`config.mk`:
```
export PLATFORM = sky130hd
export DESIGN_NAME = clk_ratio_monitor
export DESIGN_NICKNAME = d
export VERILOG_FILES = /design/src/rtl/clk_ratio_monitor.sv
export SDC_FILE = /design/constraint.sdc
export NUM_CORES = 1
export LEC_CHECK = 0
export CORE_MARGIN = 4
export CORE_UTILIZATION = 50
export CTS_BUF_LIST = sky130_fd_sc_hd__clkbuf_4 sky130_fd_sc_hd__clkbuf_8
export CTS_CLUSTER_SIZE = 14
export DETAILED_ROUTE_END_ITERATION = 16
export PLACE_DENSITY = 0.78
export SYNTH_ARGS = -nofsm -noshare
export SYNTH_HDL_FRONTEND = slang
export SYNTH_SLANG_ARGS = --single-unit
export TNS_END_PERCENT = 5
```
`constraint.sdc`:
```
create_clock -name clk -period 1.95 [get_ports clk]
set_clock_uncertainty 0.2 [all_clocks]
set_input_delay 0.39 -clock clk [delete_from_list [all_inputs] [get_ports clk]]
set_output_delay 0.39 -clock clk [all_outputs]
set_load 0.03 [all_outputs]
```
`src/rtl/clk_ratio_monitor.sv`:
```
// clk_ratio_monitor
//   Measures the period and high time of a slow, asynchronous divided-clock
//   signal in units of the system clock. It optionally compares the period
//   against an expected divider value and flags a missing edge.
//
// Ports
//   clk        system clock; all state changes on its rising edge
//   rst_n      asynchronous active-low reset
//   en         measurement enable; low returns the monitor to IDLE
//   sig_in     signal under test, asynchronous to clk
//   exp_div    expected period in clk cycles (0 disables the match check)
//   period     last measured period in clk cycles
//   high_time  last measured high duration in clk cycles
//   meas_valid one-cycle pulse when period/high_time/match update
//   match      period equalled exp_div (nonzero) at the last result
//   timeout    sticky flag: no rising edge within 2^CNT_W-1 cycles
module clk_ratio_monitor #(
  parameter int unsigned CNT_W = 8
) (
  input  logic             clk,
  input  logic             rst_n,
  input  logic             en,
  input  logic             sig_in,
  input  logic [CNT_W-1:0] exp_div,
  output logic [CNT_W-1:0] period,
  output logic [CNT_W-1:0] high_time,
  output logic             meas_valid,
  output logic             match,
  output logic             timeout
);

  typedef enum logic [1:0] {
    IDLE,
    ARM,
    MEASURE
  } state_e;

  localparam logic [CNT_W-1:0] CNT_MAX = '1;
  localparam logic [CNT_W-1:0] CNT_ONE = CNT_W'(1);

  state_e           state_q, state_d;
  logic             s1_q, s2_q, s3_q;
  logic [CNT_W-1:0] cnt_q, cnt_d;
  logic [CNT_W-1:0] hcnt_q, hcnt_d;
  logic [CNT_W-1:0] period_q, period_d;
  logic [CNT_W-1:0] high_q, high_d;
  logic             valid_q, valid_d;
  logic             match_q, match_d;
  logic             timeout_q, timeout_d;

  logic             rise;
  logic [CNT_W-1:0] cnt_inc;
  logic [CNT_W-1:0] hcnt_inc;

  // Synchronizer (s1, s2) plus one delay stage for edge detection.
  always_ff @(posedge clk or negedge rst_n) begin
    if (!rst_n) begin
      s1_q <= 1'b0;
      s2_q <= 1'b0;
      s3_q <= 1'b0;
    end else begin
      s1_q <= sig_in;
      s2_q <= s1_q;
      s3_q <= s2_q;
    end
  end

  assign rise = s2_q & ~s3_q;

  // Saturating increments: counters stick at all-ones and never wrap.
  assign cnt_inc  = (cnt_q == CNT_MAX) ? cnt_q : cnt_q + CNT_ONE;
  assign hcnt_inc = (s2_q && (hcnt_q != CNT_MAX)) ? hcnt_q + CNT_ONE : hcnt_q;

  always_comb begin
    state_d   = state_q;
    cnt_d     = cnt_q;
    hcnt_d    = hcnt_q;
    period_d  = period_q;
    high_d    = high_q;
    valid_d   = 1'b0;
    match_d   = match_q;
    timeout_d = timeout_q;

    if (!en) begin
      state_d   = IDLE;
      cnt_d     = '0;
      hcnt_d    = '0;
      timeout_d = 1'b0;
    end else begin
      unique case (state_q)
        IDLE: begin
          state_d = ARM;
          cnt_d   = '0;
          hcnt_d  = '0;
        end
        ARM, MEASURE: begin
          if (rise) begin
            // A rise wins over saturation in the same cycle; the first
            // rise after arming only starts a measurement.
            cnt_d   = CNT_ONE;
            hcnt_d  = CNT_ONE;
            state_d = MEASURE;
            if (state_q == MEASURE) begin
              period_d  = cnt_q;
              high_d    = hcnt_q;
              match_d   = (cnt_q == exp_div) && (exp_div != '0);
              valid_d   = 1'b1;
              timeout_d = 1'b0;
            end
          end else begin
            cnt_d  = cnt_inc;
            hcnt_d = hcnt_inc;
            if (cnt_q == CNT_MAX) begin
              timeout_d = 1'b1;
              state_d   = ARM;
            end
          end
        end
        default: state_d = IDLE;
      endcase
    end
  end

  always_ff @(posedge clk or negedge rst_n) begin
    if (!rst_n) begin
      state_q   <= IDLE;
      cnt_q     <= '0;
      hcnt_q    <= '0;
      period_q  <= '0;
      high_q    <= '0;
      valid_q   <= 1'b0;
      match_q   <= 1'b0;
      timeout_q <= 1'b0;
    end else begin
      state_q   <= state_d;
      cnt_q     <= cnt_d;
      hcnt_q    <= hcnt_d;
      period_q  <= period_d;
      high_q    <= high_d;
      valid_q   <= valid_d;
      match_q   <= match_d;
      timeout_q <= timeout_d;
    end
  end

  assign period     = period_q;
  assign high_time  = high_q;
  assign meas_valid = valid_q;
  assign match      = match_q;
  assign timeout    = timeout_q;

endmodule

```
After elaboration in Yosys (flattened, before gate mapping) --
Index checks and enable logic that the tools add are counted.
Operators by class: $add $sub $neg 2, equality and inequality tests 12, multiplexer cells 21, bitwise operators 2, reduce and logical (&&, ||, !) cells 9
Operators by type and width (number):
- $mux W8 | 6
- $pmux W8 S2 | 2
- $add A8 B1 Y8 const B | 2
- $ne A4 B4 Y1 const B | 3
- $mux W1 | 9
- $eq A8 B8 Y1 | 1
- $eq A8 B8 Y1 const B | 1
- $ne A8 B8 Y1 const B | 1
- $reduce_bool A8 Y1 | 1
- $mux W2 | 3
- $ne A3 B1 Y1 const B | 2
- $pmux W2 S2 | 1
- $reduce_and A2 Y1 | 2
- $reduce_and A4 Y1 | 1
- $ne A3 B2 Y1 const B | 1
- $reduce_and A3 Y1 | 1
- $eq A2 B1 Y1 const B | 1
- $eq A2 B2 Y1 const B | 1
- $logic_and A1 B1 Y1 | 2
- $logic_not A2 Y1 | 1
- $ne A2 B1 Y1 const B | 1
- $reduce_or A2 Y1 | 1
- $and A1 B1 Y1 | 1
- $not A1 Y1 | 1
Word-level totals: register bits after elaboration 40, bits of input ports 12, logic and storage cells 57

Longest topological paths before layout --
depth after elaboration 6, gate-level depth with buffers 8, gate-level depth less buffers 6

Least setup slack after synthesis --
OpenSTA, ideal clock, no wires.
kind register to register, start reg hcnt_q[0], end reg hcnt_q[0], arrival time 1.566 ns, required time 1.625 ns, setup slack 0.059 ns, stages on the path, launching flop included 7, path buffers 1, period minus slack after synthesis 1.891 ns, cell sequence dfrtp_1 ha_1 and3_1 buf_2 a21boi_1 o21a_2 mux2_4
On the way: longest elaborated chain between the ends 5
RTL lines:
- from (decl) | RTL line 44 | logic [CNT_W-1:0] hcnt_q, hcnt_d;
- from (signal assigned) | RTL line 137 | hcnt_q <= hcnt_d;
- $add A8 B1 Y8 | RTL line 72 | assign hcnt_inc = (s2_q && (hcnt_q != CNT_MAX)) ? hcnt_q + CNT_ONE : hcnt_q;
- $mux W8 | RTL line 72
- $mux W8 | RTL line 97 | if (rise) begin
- $pmux W8 S2 | RTL line 90 | unique case (state_q)
- $mux W8 | RTL line 84 | if (!en) begin
Parallel ways exist; a longest one is shown, timed or not. The select of a mux whose other input is x is not followed. A chain may end at the register's enable or synchronous reset.

Final worst setup path --
start reg period_q[4] (netlist: period[4]), end out period[4]
RTL lines:
- from (decl) | RTL line 45 | logic [CNT_W-1:0] period_q, period_d;
- from (signal assigned) | RTL line 138 | period_q <= period_d;
- to (decl) | RTL line 25 | output logic [CNT_W-1:0] period,
No word-level cell between the ends.

==> impl_metrics.csv <==
group,metric,value,unit
status,status,"complete, no violations",
yosys,synth_top_area_cell,"dfrtp_1",
sta,worstMarginPinSlew,482,ps
sta,hold_violations,0,
sta,finalSetupViolCount,0,
cells_and_area,drive_above_1_share,0.232,
cells_and_area,utilization,0.686,
sta,max_freq,0.525,GHz
clock_tree,clkLatencyLatePin,290,ps
yosys,async_reset_ff_frac,1.00,
setup_path,timing.rr.end,"hcnt_q[6]$_DFFE_PN0P_",
setup_path,required,1360,ps
setup_path,reg2reg_depth,7,
clock_tree,path_clk_slew,70,ps
setup_path,crit_family,"buffers and inverters",
clock_tree,cts_sinks,40,
cells_and_area,design_area,0.00257,mm²
grt,overflow,0,
yosys,yosysWarningCount,0,
yosys,synth_top_flop_cell,"dfrtp_1",
sta,post-route-period-util,0.977,
detailed_routing,drt_iter0_markers,91,
yosys,syn_nets,196,
placement,place_inst,264,
grt,grt_pass1_wl,7870,µm
grt,grt_max_degree,41,
sta,whs,155,ps
clock_tree,cts_made_buffers,5,
die,die-area,0.00503,mm²
yosys,syn_area_per_cell,11.1,µm²
sta,rsz0062_at_grt,"true",
die,core_area,0.00374,mm²
detailed_routing,wl,4550,µm
hold_path,hold_class,"reg2reg",
sta,final_max_slew_viol_count,0,
detailed_routing,viasPerCell,5.88,
setup_path,cp_max_fo,2,
setup_path,start_kind,"register",
setup_path,worst-path-buf-inv,1,
hold_path,worst_hold_startpoint,"s1_q$_DFF_PN0_",
power_and_ir_drop,power-per-cell-area,739,mW/mm²
yosys,synthTopCellsByArea,"dfrtp_1 (51%), mux2_2 (8.5%), a21oi_1 (4.3%)",
clock_tree,htree_levels,2,
die,rows,22,
hold_path,hold_depth,0,
power_and_ir_drop,cellLeakagePower,1.39,nW
cells_and_area,fillers,292,
detailed_routing,drt_pass1_iterations,4,
detailed_routing,post_drt_wl_per_cell,16.7,µm
cells_and_area,final-instance-count-excl-fill,272,
sta,setup-tns-final,0,ps
setup_path,crit_slowest_cell,"clkdlybuf4s50_1",
setup_path,cp.depth,1,
clock_tree,clockBufferDepth,2,
yosys,synth-edff-count,0,
setup_path,endpoint,"period[4]",
cells_and_area,nets,242,
cells_and_area,antenna_cells,0,
setup_path,crit_type,"reg2out",
clock_tree,cts_root_buf,"clkbuf_8",
setup_path,worst_ep_arrival_time,1320,ps
die,chipHeight,70.9,µm
grt,grt_use_total,0.199,
yosys,yosysSeqAreaShare,0.505,
die,initial_core_util,0.529,
yosys,synthDistinctLibCells,38,
yosys,synth_cells,178,
setup_path,cp-end-kind,"primary output",
detailed_routing,drc_errors,0,
setup_path,r2r_start,"state_q[0]$_DFFE_PN0P_",
detailed_routing,vias,1600,
power_and_ir_drop,ir_worst_vdd,0.473,mV
yosys,ys_ff_latch,40,
setup_path,startpoint,"period[4]$_DFFE_PN0P_",
cells_and_area,area_delta_synth_final,29.8,%
grt,grt_pass1_vias,1693,
placement,dpl.hpwl,3300,µm
placement,io_buffer_count,30,
placement,placed_area,0.00243,mm²
setup_path,crit_chain,"clkdlybuf4s50_1",
sta,relSlewSlack,0.679,
die,ios,31,
die,fp.dieW,70.9,µm
flow_run,maxCapViolCount,0,
detailed_routing,ant_nets,0,
setup_path,reg2reg_slack,90,ps
grt,antenna_found_initial,0,
yosys,synth_top_area_frac,0.505,
sta,fin_crit,1910,ps
yosys,synthesis.area,0.00198,mm²
clock_tree,cts_setup_buffers,0,
placement,gp_congestion,0.861,
setup_path,cp_slowest_stage_delay,680,ps
clock_tree,cts_tree,"yes",
what timing repair did:
item,CTS,global route
setup endpoints to repair,10,26
endpoints found under the hold margin,40,0
pin swaps,0,0
gates cloned,0,0
resized for setup,2,15
hold buffers,1,0
layout by cell type, fill, tap and decap left out, types with 2 or more instances in the layout:
| cell | synthesis | layout |
|---|---|---|
| o31ai_1 | 2 | 2 |
| nor4_1 | 2 | 2 |
| clkdlybuf4s50_1 | 0 | 17 |
| dlymetal6s2s_1 | 0 | 12 |
| ha_1 | 6 | 5 |
| a41oi_1 | 4 | 4 |
| o21ai_0 | 7 | 7 |
| buf_4 | 0 | 17 |
| dfrtp_1 | 40 | 40 |
| a31oi_1 | 9 | 9 |
| nand2_1 | 10 | 9 |
| o21a_1 | 3 | 3 |
| nor2_2 | 0 | 2 |
| inv_1 | 4 | 4 |
| and3_1 | 5 | 5 |
| a21oi_1 | 17 | 17 |
| mux2_2 | 15 | 15 |
| nand4_1 | 5 | 5 |
| xnor2_1 | 8 | 8 |
| a21o_1 | 4 | 4 |
| nor2_1 | 5 | 3 |
| clkbuf_8 | 0 | 5 |
| nand3_1 | 5 | 5 |
metal layers:
metal  GRT usage  routed length [µm]  vias to the layer above
met5           0                   0                        -
met4      0.0898                  74                        0
li1            -                   -                      750
met3      0.0625                 261                        8
met1       0.224                1850                      789
met2       0.343                2370                       53
through the flow:
| step | total power [mW] | worst slack [ps] |
|---|---|---|
| floorplan | 1.16 | 58.7 |
| global placement | 1.32 | -77.7 |
| detailed placement | 1.35 | -170 |
| CTS | 1.89 | 5.26 |
| global route | 2.01 | -6.84 |
| finish | 1.90 | 44.9 |
area by class of cell:
| cell class | instances | area, µm² | area share |
|---|---|---|---|
| timing repair buffer | 49 | 483 | 0.188 |
| inverter | 4 | 15.0 | 0.00584 |
| clock buffer | 6 | 76.3 | 0.0297 |
| tap | 48 | 60.1 | 0.0234 |
| multi-input combinational | 124 | 930 | 0.362 |
| sequential | 40 | 1000 | 0.389 |
| clock inverter | 1 | 5.00 | 0.00195 |
power breakdown:
group          leakage [nW]  switching [mW]  internal, mW  total (mW)
logic                 0.794           0.251         0.219       0.470
clock network        0.0445           0.271         0.257       0.528
registers             0.548          0.0326         0.869       0.902
total                  1.39           0.554          1.35        1.90
synth_stat cells, types with 2 or more instances:
library cell	instances
nor2_1	5
a21oi_1	17
inv_1	4
and3_1	5
nand3_1	5
buf_2	8
nand4_1	5
a41oi_1	4
o21a_1	3
o31ai_1	2
o21ai_0	7
mux2_2	15
xnor2_1	8
nor4_1	2
a21o_1	4
nand2_1	10
dfrtp_1	40
ha_1	6
a31oi_1	9
sequential cells by signal, indices dropped and copies added, names as in the netlist:
signal / cells
cnt_q: 8
match: 1
hcnt_q: 8
s3_q: 1
meas_valid: 1
high_time: 8
state_q: 2
s2_q: 1
period: 8
s1_q: 1
timeout: 1
cell families (layout without fill, tap and decap cells):
logic type               after synthesis  in the layout  share of synthesized area
AO/OA/AOI/OAI                         52             52                      0.169
XOR/XNOR                               8              8                     0.0354
adder cells (fa/ha/maj)                6              6                     0.0379
buffers and inverters                 14             60                     0.0354
flip-flops                            40             40                      0.505
multiplexers                          16             16                     0.0929
AND/OR/NAND/NOR                       42             42                      0.124
worst min-delay path by stage:
stage	to	slack, ps
after global placement	s2_q$_DFF_PN0_	140
after CTS	s2_q$_DFF_PN0_	160
final	s2_q$_DFF_PN0_	150
after detailed placement	s2_q$_DFF_PN0_	140
after floorplan	cnt_q[0]$_DFFE_PN0P_	-110
after global routing	s2_q$_DFF_PN0_	170
Note: power is estimated with default switching activity, not from simulation.
